File: src/rtl/lotr_pkg.sv
// Shared definitions for the lotr host-terminal front end.
//   - terminal opcode bytes
//   - parser and UART receiver state encodings
//   - size_to_words: byte count -> 32-bit word count, rounded up
package lotr_pkg;

    localparam logic [7:0] TERM_OP_W  = 8'h57;  // 'W' single write
    localparam logic [7:0] TERM_OP_R  = 8'h52;  // 'R' single read
    localparam logic [7:0] TERM_OP_BW = 8'h4A;  // 'J' burst write
    localparam logic [7:0] TERM_OP_BR = 8'h4D;  // 'M' burst read

    typedef enum logic [2:0] {
        IDLE,
        ADDR,
        SIZE,
        DATA,
        ISSUE,
        BREAD
    } t_term_state;

    typedef enum logic [1:0] {
        RX_IDLE,
        RX_START,
        RX_DATA,
        RX_STOP
    } t_uart_rx_state;

    // 33-bit sum so a size near 2^32 does not wrap before the shift; the
    // word counter is 30 bits wide, so the result is truncated to that.
    function automatic logic [29:0] size_to_words(input logic [31:0] size);
        return 30'(({1'b0, size} + 33'd3) >> 2);
    endfunction

endpackage

File: src/rtl/uart_rx_byte.sv
// 8N1 UART byte receiver.
//   QClk, RstQnnnL : clock, async active-low reset
//   UartRx         : serial input, idle high (asynchronous to QClk)
//   ByteValid      : one-cycle pulse, ByteData holds the received byte
//   ByteData[7:0]  : last good byte
//   ErrFrame       : one-cycle pulse when the stop bit is sampled low
module uart_rx_byte
    import lotr_pkg::*;
#(
    parameter int CLKS_PER_BIT = 434
) (
    input  logic       QClk,
    input  logic       RstQnnnL,
    input  logic       UartRx,
    output logic       ByteValid,
    output logic [7:0] ByteData,
    output logic       ErrFrame
);

    localparam int CW = $clog2(CLKS_PER_BIT + 1);
    localparam logic [CW-1:0] FULL_LAST = CW'(CLKS_PER_BIT - 1);
    localparam logic [CW-1:0] HALF_LAST = CW'(CLKS_PER_BIT / 2 - 1);

    t_uart_rx_state rx_state;
    logic [1:0]     sync;      // sync[1] is the synchronized line
    logic           rx_prev;   // previous synchronized value, for edge detect
    logic [CW-1:0]  cnt;
    logic [2:0]     bit_idx;
    logic [7:0]     shreg;

    always_ff @(posedge QClk or negedge RstQnnnL) begin
        if (!RstQnnnL) begin
            rx_state  <= RX_IDLE;
            sync      <= 2'b11;
            rx_prev   <= 1'b1;
            cnt       <= '0;
            bit_idx   <= '0;
            shreg     <= '0;
            ByteValid <= 1'b0;
            ByteData  <= '0;
            ErrFrame  <= 1'b0;
        end else begin
            sync      <= {sync[0], UartRx};
            rx_prev   <= sync[1];
            ByteValid <= 1'b0;
            ErrFrame  <= 1'b0;
            case (rx_state)
                RX_IDLE: begin
                    cnt     <= '0;
                    bit_idx <= '0;
                    if (rx_prev && !sync[1])
                        rx_state <= RX_START;
                end
                RX_START: begin
                    // Mid-start-bit recheck filters glitches.
                    if (cnt == HALF_LAST) begin
                        cnt      <= '0;
                        rx_state <= sync[1] ? RX_IDLE : RX_DATA;
                    end else begin
                        cnt <= cnt + 1'b1;
                    end
                end
                RX_DATA: begin
                    if (cnt == FULL_LAST) begin
                        cnt     <= '0;
                        shreg   <= {sync[1], shreg[7:1]};  // LSB first
                        bit_idx <= bit_idx + 1'b1;
                        if (bit_idx == 3'd7)
                            rx_state <= RX_STOP;
                    end else begin
                        cnt <= cnt + 1'b1;
                    end
                end
                RX_STOP: begin
                    // Back to idle right after the mid-stop sample so the
                    // next start edge is never missed.
                    if (cnt == FULL_LAST) begin
                        cnt      <= '0;
                        rx_state <= RX_IDLE;
                        if (sync[1]) begin
                            ByteValid <= 1'b1;
                            ByteData  <= shreg;
                        end else begin
                            ErrFrame <= 1'b1;
                        end
                    end else begin
                        cnt <= cnt + 1'b1;
                    end
                end
                default: rx_state <= RX_IDLE;
            endcase
        end
    end

endmodule

File: src/rtl/uart_term_cmd.sv
// Host-terminal command front end: UART bytes -> single-word fabric requests.
//   QClk, RstQnnnL : clock, async active-low reset
//   UartRx         : 8N1 serial input from host
//   ReqValid/ReqReady, ReqWrite, ReqAddr, ReqData : request handshake
//   Busy           : parser not idle
//   ErrFrame/ErrOpcode/ErrOverrun/ErrTimeout : one-cycle error pulses
// Commands: W addr data | R addr | J addr size data... | M addr size
// All fields are 32-bit, sent MSB byte first.
module uart_term_cmd
    import lotr_pkg::*;
#(
    parameter int CLK_FREQ_HZ  = 50000000,
    parameter int BAUD         = 115200,
    parameter int CLKS_PER_BIT = CLK_FREQ_HZ / BAUD,
    parameter int TIMEOUT_BITS = 64
) (
    input  logic        QClk,
    input  logic        RstQnnnL,
    input  logic        UartRx,
    output logic        ReqValid,
    input  logic        ReqReady,
    output logic        ReqWrite,
    output logic [31:0] ReqAddr,
    output logic [31:0] ReqData,
    output logic        Busy,
    output logic        ErrFrame,
    output logic        ErrOpcode,
    output logic        ErrOverrun,
    output logic        ErrTimeout
);

    localparam int TO_LIMIT = TIMEOUT_BITS * CLKS_PER_BIT;
    localparam int TW       = $clog2(TO_LIMIT + 1);
    localparam logic [TW-1:0] TO_LAST = TW'(TO_LIMIT - 1);

    logic       byte_valid;
    logic [7:0] byte_data;

    uart_rx_byte #(.CLKS_PER_BIT(CLKS_PER_BIT)) u_rx (
        .QClk      (QClk),
        .RstQnnnL  (RstQnnnL),
        .UartRx    (UartRx),
        .ByteValid (byte_valid),
        .ByteData  (byte_data),
        .ErrFrame  (ErrFrame)
    );

    t_term_state   state;
    logic [7:0]    op;
    logic [1:0]    bcnt;      // bytes of current field received
    logic [23:0]   sr;        // field bytes received so far
    logic [31:0]   addr;
    logic [29:0]   words;
    logic [TW-1:0] to_cnt;

    logic [31:0] field;
    logic        field_done;
    logic        handshake;
    logic [31:0] addr_nxt;
    logic [29:0] size_words;

    assign field      = {sr, byte_data};
    assign field_done = byte_valid && (bcnt == 2'd3);
    assign handshake  = ReqValid && ReqReady;
    assign addr_nxt   = addr + 32'd4;
    assign size_words = size_to_words(field);
    assign Busy       = (state != IDLE);

    always_ff @(posedge QClk or negedge RstQnnnL) begin
        if (!RstQnnnL) begin
            state      <= IDLE;
            op         <= '0;
            bcnt       <= '0;
            sr         <= '0;
            addr       <= '0;
            words      <= '0;
            to_cnt     <= '0;
            ReqValid   <= 1'b0;
            ReqWrite   <= 1'b0;
            ReqAddr    <= '0;
            ReqData    <= '0;
            ErrOpcode  <= 1'b0;
            ErrOverrun <= 1'b0;
            ErrTimeout <= 1'b0;
        end else begin
            ErrOpcode  <= 1'b0;
            ErrOverrun <= 1'b0;
            ErrTimeout <= 1'b0;
            case (state)
                IDLE: begin
                    bcnt   <= '0;
                    to_cnt <= '0;
                    if (byte_valid) begin
                        if (byte_data == TERM_OP_W  || byte_data == TERM_OP_R ||
                            byte_data == TERM_OP_BW || byte_data == TERM_OP_BR) begin
                            op    <= byte_data;
                            state <= ADDR;
                        end else begin
                            ErrOpcode <= 1'b1;
                        end
                    end
                end

                ADDR, SIZE, DATA: begin
                    if (byte_valid) begin
                        to_cnt <= '0;
                        sr     <= field[23:0];
                        bcnt   <= bcnt + 1'b1;  // wraps to 0 at field end
                        if (field_done) begin
                            if (state == ADDR) begin
                                addr <= field;
                                if (op == TERM_OP_W) begin
                                    state <= DATA;
                                end else if (op == TERM_OP_R) begin
                                    ReqValid <= 1'b1;
                                    ReqWrite <= 1'b0;
                                    ReqAddr  <= field;
                                    ReqData  <= '0;
                                    state    <= ISSUE;
                                end else begin
                                    state <= SIZE;
                                end
                            end else if (state == SIZE) begin
                                words <= size_words;
                                if (size_words == '0) begin
                                    state <= IDLE;
                                end else if (op == TERM_OP_BW) begin
                                    state <= DATA;
                                end else begin
                                    ReqValid <= 1'b1;
                                    ReqWrite <= 1'b0;
                                    ReqAddr  <= addr;
                                    ReqData  <= '0;
                                    state    <= BREAD;
                                end
                            end else begin
                                ReqValid <= 1'b1;
                                ReqWrite <= 1'b1;
                                ReqAddr  <= addr;
                                ReqData  <= field;
                                state    <= ISSUE;
                            end
                        end
                    end else if (to_cnt == TO_LAST) begin
                        to_cnt     <= '0;
                        ErrTimeout <= 1'b1;
                        state      <= IDLE;
                    end else begin
                        to_cnt <= to_cnt + 1'b1;
                    end
                end

                ISSUE: begin
                    to_cnt <= '0;
                    // Burst writes keep collecting the next word while the
                    // current request waits; ReqData holds the pending one.
                    if (op == TERM_OP_BW && byte_valid) begin
                        sr   <= field[23:0];
                        bcnt <= bcnt + 1'b1;
                    end
                    if (handshake) begin
                        ReqValid <= 1'b0;
                        if (op == TERM_OP_BW) begin
                            addr  <= addr_nxt;
                            words <= words - 1'b1;
                            if (words == 30'd1) begin
                                state <= IDLE;
                            end else if (byte_valid && field_done) begin
                                // Next word completed on the accept cycle:
                                // issue it straight away.
                                ReqValid <= 1'b1;
                                ReqWrite <= 1'b1;
                                ReqAddr  <= addr_nxt;
                                ReqData  <= field;
                            end else begin
                                state <= DATA;
                            end
                        end else begin
                            state <= IDLE;
                        end
                    end else if (op == TERM_OP_BW && field_done) begin
                        ErrOverrun <= 1'b1;  // new word dropped, request kept
                    end
                end

                BREAD: begin
                    to_cnt <= '0;
                    if (handshake) begin
                        addr  <= addr_nxt;
                        words <= words - 1'b1;
                        if (words == 30'd1) begin
                            ReqValid <= 1'b0;
                            state    <= IDLE;
                        end else begin
                            ReqAddr <= addr_nxt;
                        end
                    end
                end

                default: state <= IDLE;
            endcase
        end
    end

endmodule
File: config.mk
export PLATFORM = sky130hd
export DESIGN_NAME = uart_term_cmd
export DESIGN_NICKNAME = d
export VERILOG_FILES = /design/src/rtl/lotr_pkg.sv /design/src/rtl/uart_rx_byte.sv /design/src/rtl/uart_term_cmd.sv
export SDC_FILE = /design/constraint.sdc
export NUM_CORES = 1
export LEC_CHECK = 0
export CAP_MARGIN = 0
export CORE_MARGIN = 1
export CORE_UTILIZATION = 40
export DETAILED_ROUTE_END_ITERATION = 16
export GPL_ROUTABILITY_DRIVEN = 1
export SKIP_CTS_REPAIR_TIMING = 1
export SLEW_MARGIN = 40
export SYNTH_ARGS = -nofsm -noshare
export SYNTH_HDL_FRONTEND = slang
export SYNTH_HIERARCHICAL = 1
export SYNTH_SLANG_ARGS = --single-unit
File: constraint.sdc
create_clock -name QClk -period 8.7 [get_ports QClk]
set_input_delay 2.61 -clock QClk [delete_from_list [all_inputs] [get_ports QClk]]
set_output_delay 2.61 -clock QClk [all_outputs]
set_load 0.02 [all_outputs]
# Word-level counts from Yosys, hierarchy flattened
# Index checks and enable logic that the tools add are counted.
[word_totals] register_bits=218 in_bits=4 wordCells=238
[op_classes] add_sub_neg=7 n_eq_ne=48 mux=125 reduce_logical=35
[op_table] operator="two-way mux 32 bit" count=32
[op_table] operator="two-way mux 30 bit" count=7
[op_table] operator="one-hot mux 32 bit (3 select lines)" count=2
[op_table] operator="one-hot mux 30 bit (3 select lines)" count=1
[op_table] operator="one-hot mux 32 bit (2 select lines)" count=1
[op_table] operator="equality test 8 x 7 -> 1 bit (second input constant)" count=7
[op_table] operator="two-way mux 3 bit" count=18
[op_table] operator="two-way mux 24 bit" count=2
[op_table] operator="one-hot mux 24 bit (2 select lines)" count=1
[op_table] operator="two-way mux 1 bit" count=41
[op_table] operator="adder 32 x 2 -> 32 bit (second input constant)" count=1
[op_table] operator="adder 32 x 3 -> 32 bit (second input constant)" count=1
[op_table] operator="equality test 30 x 1 -> 1 bit (second input constant)" count=1
[op_table] operator="logical NOT 30 bit" count=1
[op_table] operator="two-way mux 15 bit" count=2
[op_table] operator="one-hot mux 15 bit (2 select lines)" count=1
[op_table] operator="subtractor 30 x 1 -> 30 bit (second input constant)" count=1
[op_table] operator="one-hot mux 9 bit (3 select lines)" count=1
[op_table] operator="!= test 2 bit (second input constant)" count=13
[op_table] operator="two-way mux 9 bit" count=2
[op_table] operator="two-way mux 2 bit" count=8
[op_table] operator="AND reduction 8 bit" count=2
[op_table] operator="adder 15 x 1 -> 15 bit (second input constant)" count=1
[op_table] operator="equality test 15 bit (second input constant)" count=1
[op_table] operator="other kinds (36)" count=67

# Longest topological paths before layout
[logic_depth] ltp_word=8 ltp_mapped=13

# Modules after synthesis
# Netlist, hierarchy kept.
[by_module_without_submodules] module="uart_term_cmd" instances=1 cells_each=1219 area_each_um2=10639.0
[by_module_without_submodules] module="uart_rx_byte" instances=1 cells_each=125 area_each_um2=1630.3

# Worst setup path before layout
# No wires, ideal clock.
[synth_timing] kind="input-to-reg" from="input port ReqReady" to="register ReqAddr[10]" setup_time_ns=0.128 arrival_ns=3.960 required_ns=8.572 path_slack_ns=4.613 stages=5 path_cell_list="a31oi_1 or3_1 a211oi_2 buf_4 mux2_1"
[synth_via] elab_chain_len=3 elab_cells_between_ends=4 cone_classes="eq/ne: 2; reduce/logical: 2"
[synth_lines] element="from (decl)" line="uart_term_cmd.sv:21" source="input logic ReqReady,"
[synth_lines] element="logical AND 1 bit *" line="uart_term_cmd.sv:64" source="assign handshake = ReqValid && ReqReady;"
[synth_lines] element="!= test 2 bit (no source line)"
[synth_lines] element="AND reduction 13 bit (no source line) *"
[synth_lines] element="to (signal assigned)" line="uart_term_cmd.sv:117" source="ReqAddr <= field;"
[synth_lines] element="to (signal assigned)" line="uart_term_cmd.sv:132" source="ReqAddr <= addr;"
[synth_lines] element="to (signal assigned)" line="uart_term_cmd.sv:139" source="ReqAddr <= addr;"
[synth_lines] element="to (decl)" line="uart_term_cmd.sv:23" source="output logic [31:0] ReqAddr,"
# Mark *: on every way between the ends. The rest lies on a longest branch, timed or not.
# A chain may end at the register's enable or synchronous reset.

# Final worst setup path
[layout_timing] from="register state[0]" to="output port Busy"
[layout_via] elab_chain_len=1
[layout_lines] element="from (decl)" line="uart_term_cmd.sv:48" source="t_term_state state;"
[layout_lines] element="from (signal assigned)" line="uart_term_cmd.sv:71" source="state <= IDLE;"
[layout_lines] element="from (signal assigned)" line="uart_term_cmd.sv:97" source="state <= ADDR;"
[layout_lines] element="from (signal assigned)" line="uart_term_cmd.sv:113" source="state <= DATA;"
[layout_lines] element="nonzero test 3 bit" line="uart_term_cmd.sv:67" source="assign Busy = (state != IDLE);"
[layout_lines] element="to (decl)" line="uart_term_cmd.sv:25" source="output logic Busy,"
# Every way passes these cells.

==> results.cfg <==
[sta]
fin_skew_ns = 0.0188
setup_viol = 0
fin_setup_tns_ns = 0
relSlewSlack_pct = 50.6
fin_crit_ns = 4.89
rsz0062_at_grt = no
maxSlewViolCount = 0
hold_violations = 0
period_share_pct = 56.2
max_freq_ghz = 0.204
tightestPinTransition_ns = 0.735

[cells_and_area]
layout_common_cells = dfrtp_1, nand2_1, o21ai_0
nNetsFinal = 1380
fin_area_um2 = 14200
diodes = 0
layout_commonest_cell = dfrtp_1
area_growth_pct = 16.0
drive_above_1_share_pct = 9.02

[power]
power.net_switching_uw = 510
ir_worst_vdd_uv = 176
p_sw_share_pct = 22.3
seqPwrFrac_pct = 45.7
intPower_mw = 1.78
leakagePower_nw = 6.20
combPwrFrac_pct = 3.0
p_clk_share_pct = 51.3
pwr_density_cell_nw_per_um2 = 161

[die]
rows = 63
die_h_um = 177
die_w_um = 177
boundaryPins = 75
start_util_pct = 41.1
core_region_area_um2 = 29900
die-area_um2 = 31400

[worst_setup_path]
regToRegEndpoint = ReqData[17]$_DFFE_PN0P_
r2r_cells = 9
reg2reg_setup_slack_ns = 4.26
crit_family = buffers and inverters
crit_path_max_incr_delay_ns = 0.57
cpMaxStageDelayCell = dfrtp_1
crit_chain = nor3_1 -> inv_1 -> clkdlybuf4s50_1
path_max_fanout = 14
setup.worst_path.end_class = output port
worstSetupPathType = flip-flop to output port
crit_required_ns = 6.09
timing.rr.start = u_rx/ByteData[3]$_DFFE_PN0P_
worstSetupStartpointType = flip-flop
critPathArrivalTime_ns = 2.28
timing.critical_path.buf_inv = 2

[placement]
dp_hpwl_um = 21000
placed_area_um2 = 13300
finalWeightedCongestion = 0.838
portBuffers = 74

[drt]
vias = 10126
dr.pass1.iters = 5
ant_nets = 0
first_iter_violations = 682
drc_errors = 0
wirelength_um = 32200
wl_per_cell_um = 18.1
vias_per_cell = 5.70

[clock_tree]
htree_levels = 1
clk_latency_ns = 0.54
cts_tree = done
root_buffer = clkbuf_16
cts_num_sinks = 218
clkTransAtPathRegs_ns = 0.06
cts_inserted_buffers = 26
cts.path.max_buffers = 3

[grt]
grt_pass1_wl_um = 52800
overflow = 0
antenna_found_initial = 0
grt_pass1_vias = 9833
grt_use_total_pct = 21.0
grt_max_degree = 89

[synth]
synth.distinct_cells = 77
synth_area_per_cell_um2 = 9.13
synth_edf_count = 0
yosys_warnings = 6
syn-num-nets = 1358
synth_area_um2 = 12300
async_reset_ff_share_pct = 100
syn_inst = 1344
synth_seq_area_share_pct = 44.5
synthFlopType = dfrtp_1
synth_seq_cells = 218

[min_path]
min_to = u_rx/sync[1]$_DFF_PN1_
hold_path_class = flip-flop to flip-flop
holdPathStages = 0
hold_path_startpoint = u_rx/sync[0]$_DFF_PN1_

[job]
cap_violations = 0

[outcome]
status = complete, no violations
-- worst reg2reg max path: stages, from the launching register on --
cell and delay, ns:
dfrtp_1 0.67, o211ai_1 0.42, or4_1 0.83, nor3_1 0.38, a2bb2oi_1 0.30, nand4b_1 0.16, o21ai_1 0.20, nor3_4 0.56
buf_4 0.54, mux2i_1 0.30
-- metrics by stage --
stage | hold slack (ns) | power (mW) | setup WS, ns | std cells | util, %
finish | 0.357 | 2.29 | 3.81 | 1776 | 47.6
detailed placement | 0.349 | 1.14 | 3.57 | 1728 | 44.4
global route | 0.363 | 2.37 | 3.72 | 1776 | 47.6
CTS | 0.358 | 2.32 | 3.80 | 1776 | 47.5
floorplan | 0.345 | 1.10 | 4.61 | 1344 | -
global placement | 0.346 | 1.13 | 3.63 | 1727 | 44.3
-- per-layer routing --
metal | GRT usage, % | wire length, um | vias up
met5 | 0 | 0 | -
met4 | 5.71 | 651 | 0
met3 | 2.71 | 1420 | 42
met2 | 33.5 | 14700 | 230
met1 | 29.8 | 15500 | 4959
li1 | - | - | 4895
-- area by class of cell --
cell class	count	area, um^2
repair buffers	89	886
inverters	55	206
clock buffers	32	703
fillers	2795	15600
clock inverters	16	230
well taps	390	488
flip-flops and latches	218	5460
multi-input cells	976	6260
-- logic make-up (layout without fill, tap and decap cells) --
group	count (synthesis)	count (layout)	synth area share (%)
adders and majority gates	10	10	1.02
and+or+nand+nor	476	476	19.3
xor gates and xnor gates	41	41	2.93
muxes	115	115	10.2
DFF	218	218	44.5
buffers and inverters	150	192	5.10
AOI/OAI and AO/OA	334	334	17.0
-- power groups by stage --
stage | clock, mW | combinational, mW | sequential, mW
finish | 1.17 | 0.0696 | 1.05
global placement | 0 | 0.0679 | 1.06
global route | 1.24 | 0.0809 | 1.05
CTS | 1.20 | 0.0718 | 1.05
floorplan | 0 | 0.0393 | 1.06
detailed placement | 0 | 0.0715 | 1.06
-- synthesized netlist by cell type, types with 4 or more instances --
library cell,n,area share [%]
a2bb2oi_1,5,0.36
xor2_1,21,1.5
o32ai_1,7,0.50
or4_1,4,0.24
a31oi_1,11,0.56
and3_1,21,1.1
o311ai_0,6,0.43
or3_1,19,0.97
inv_1,54,1.7
o211ai_1,12,0.73
nor2_1,84,2.6
a22oi_1,10,0.61
clkbuf_1,75,2.3
a22o_1,4,0.29
nand4_1,17,0.87
nand3_1,56,2.3
mux2i_1,37,3.0
buf_6,5,0.46
ha_1,10,1.0
buf_2,8,0.33
o21ai_0,111,4.5
o22a_1,4,0.29
a311o_1,5,0.41
xnor2_1,20,1.4
buf_4,4,0.24
mux2_2,41,3.8
a32o_1,5,0.41
nor4_1,14,0.71
a221o_1,14,1.1
nand2b_1,16,0.82
a21oi_1,93,3.8
a21o_1,4,0.24
o31ai_1,9,0.55
nor3_1,35,1.4
dfrtp_1,215,44
mux2_1,36,3.3
nand2_1,165,5.0
o22ai_1,16,0.82
and2_1,12,0.61
-- state kept, by name, summed over array words and instances, names as in the netlist, 2 cells and up, named ones only --
register / cells
u_rx/sync: 2
u_rx/cnt: 9
words: 30
sr: 24
u_rx/shreg: 8
op: 8
ReqData: 32
u_rx/ByteData: 8
ReqAddr: 32
addr: 32
to_cnt: 15
state: 3
bcnt: 2
u_rx/bit_idx: 3
-- worst max-delay path by stage --
| stage | endpoint | start | slack, ns | depth (start not counted) |
|---|---|---|---|---|
| after floorplan | ReqAddr[10]$_DFFE_PN0P_ | ReqReady | 4.61 | 5 |
| after global placement | ReqData[15]$_DFFE_PN0P_ | ReqReady | 3.63 | 7 |
| after detailed placement | ReqData[17]$_DFFE_PN0P_ | ReqReady | 3.57 | 7 |
| after CTS | Busy | state[0]$_DFFE_PN0P_ | 3.80 | 3 |
| after global routing | Busy | state[1]$_DFFE_PN0P_ | 3.72 | 3 |
| final | Busy | state[0]$_DFFE_PN0P_ | 3.81 | 3 |
No activity file was read; power rests on OpenSTA's default activity.
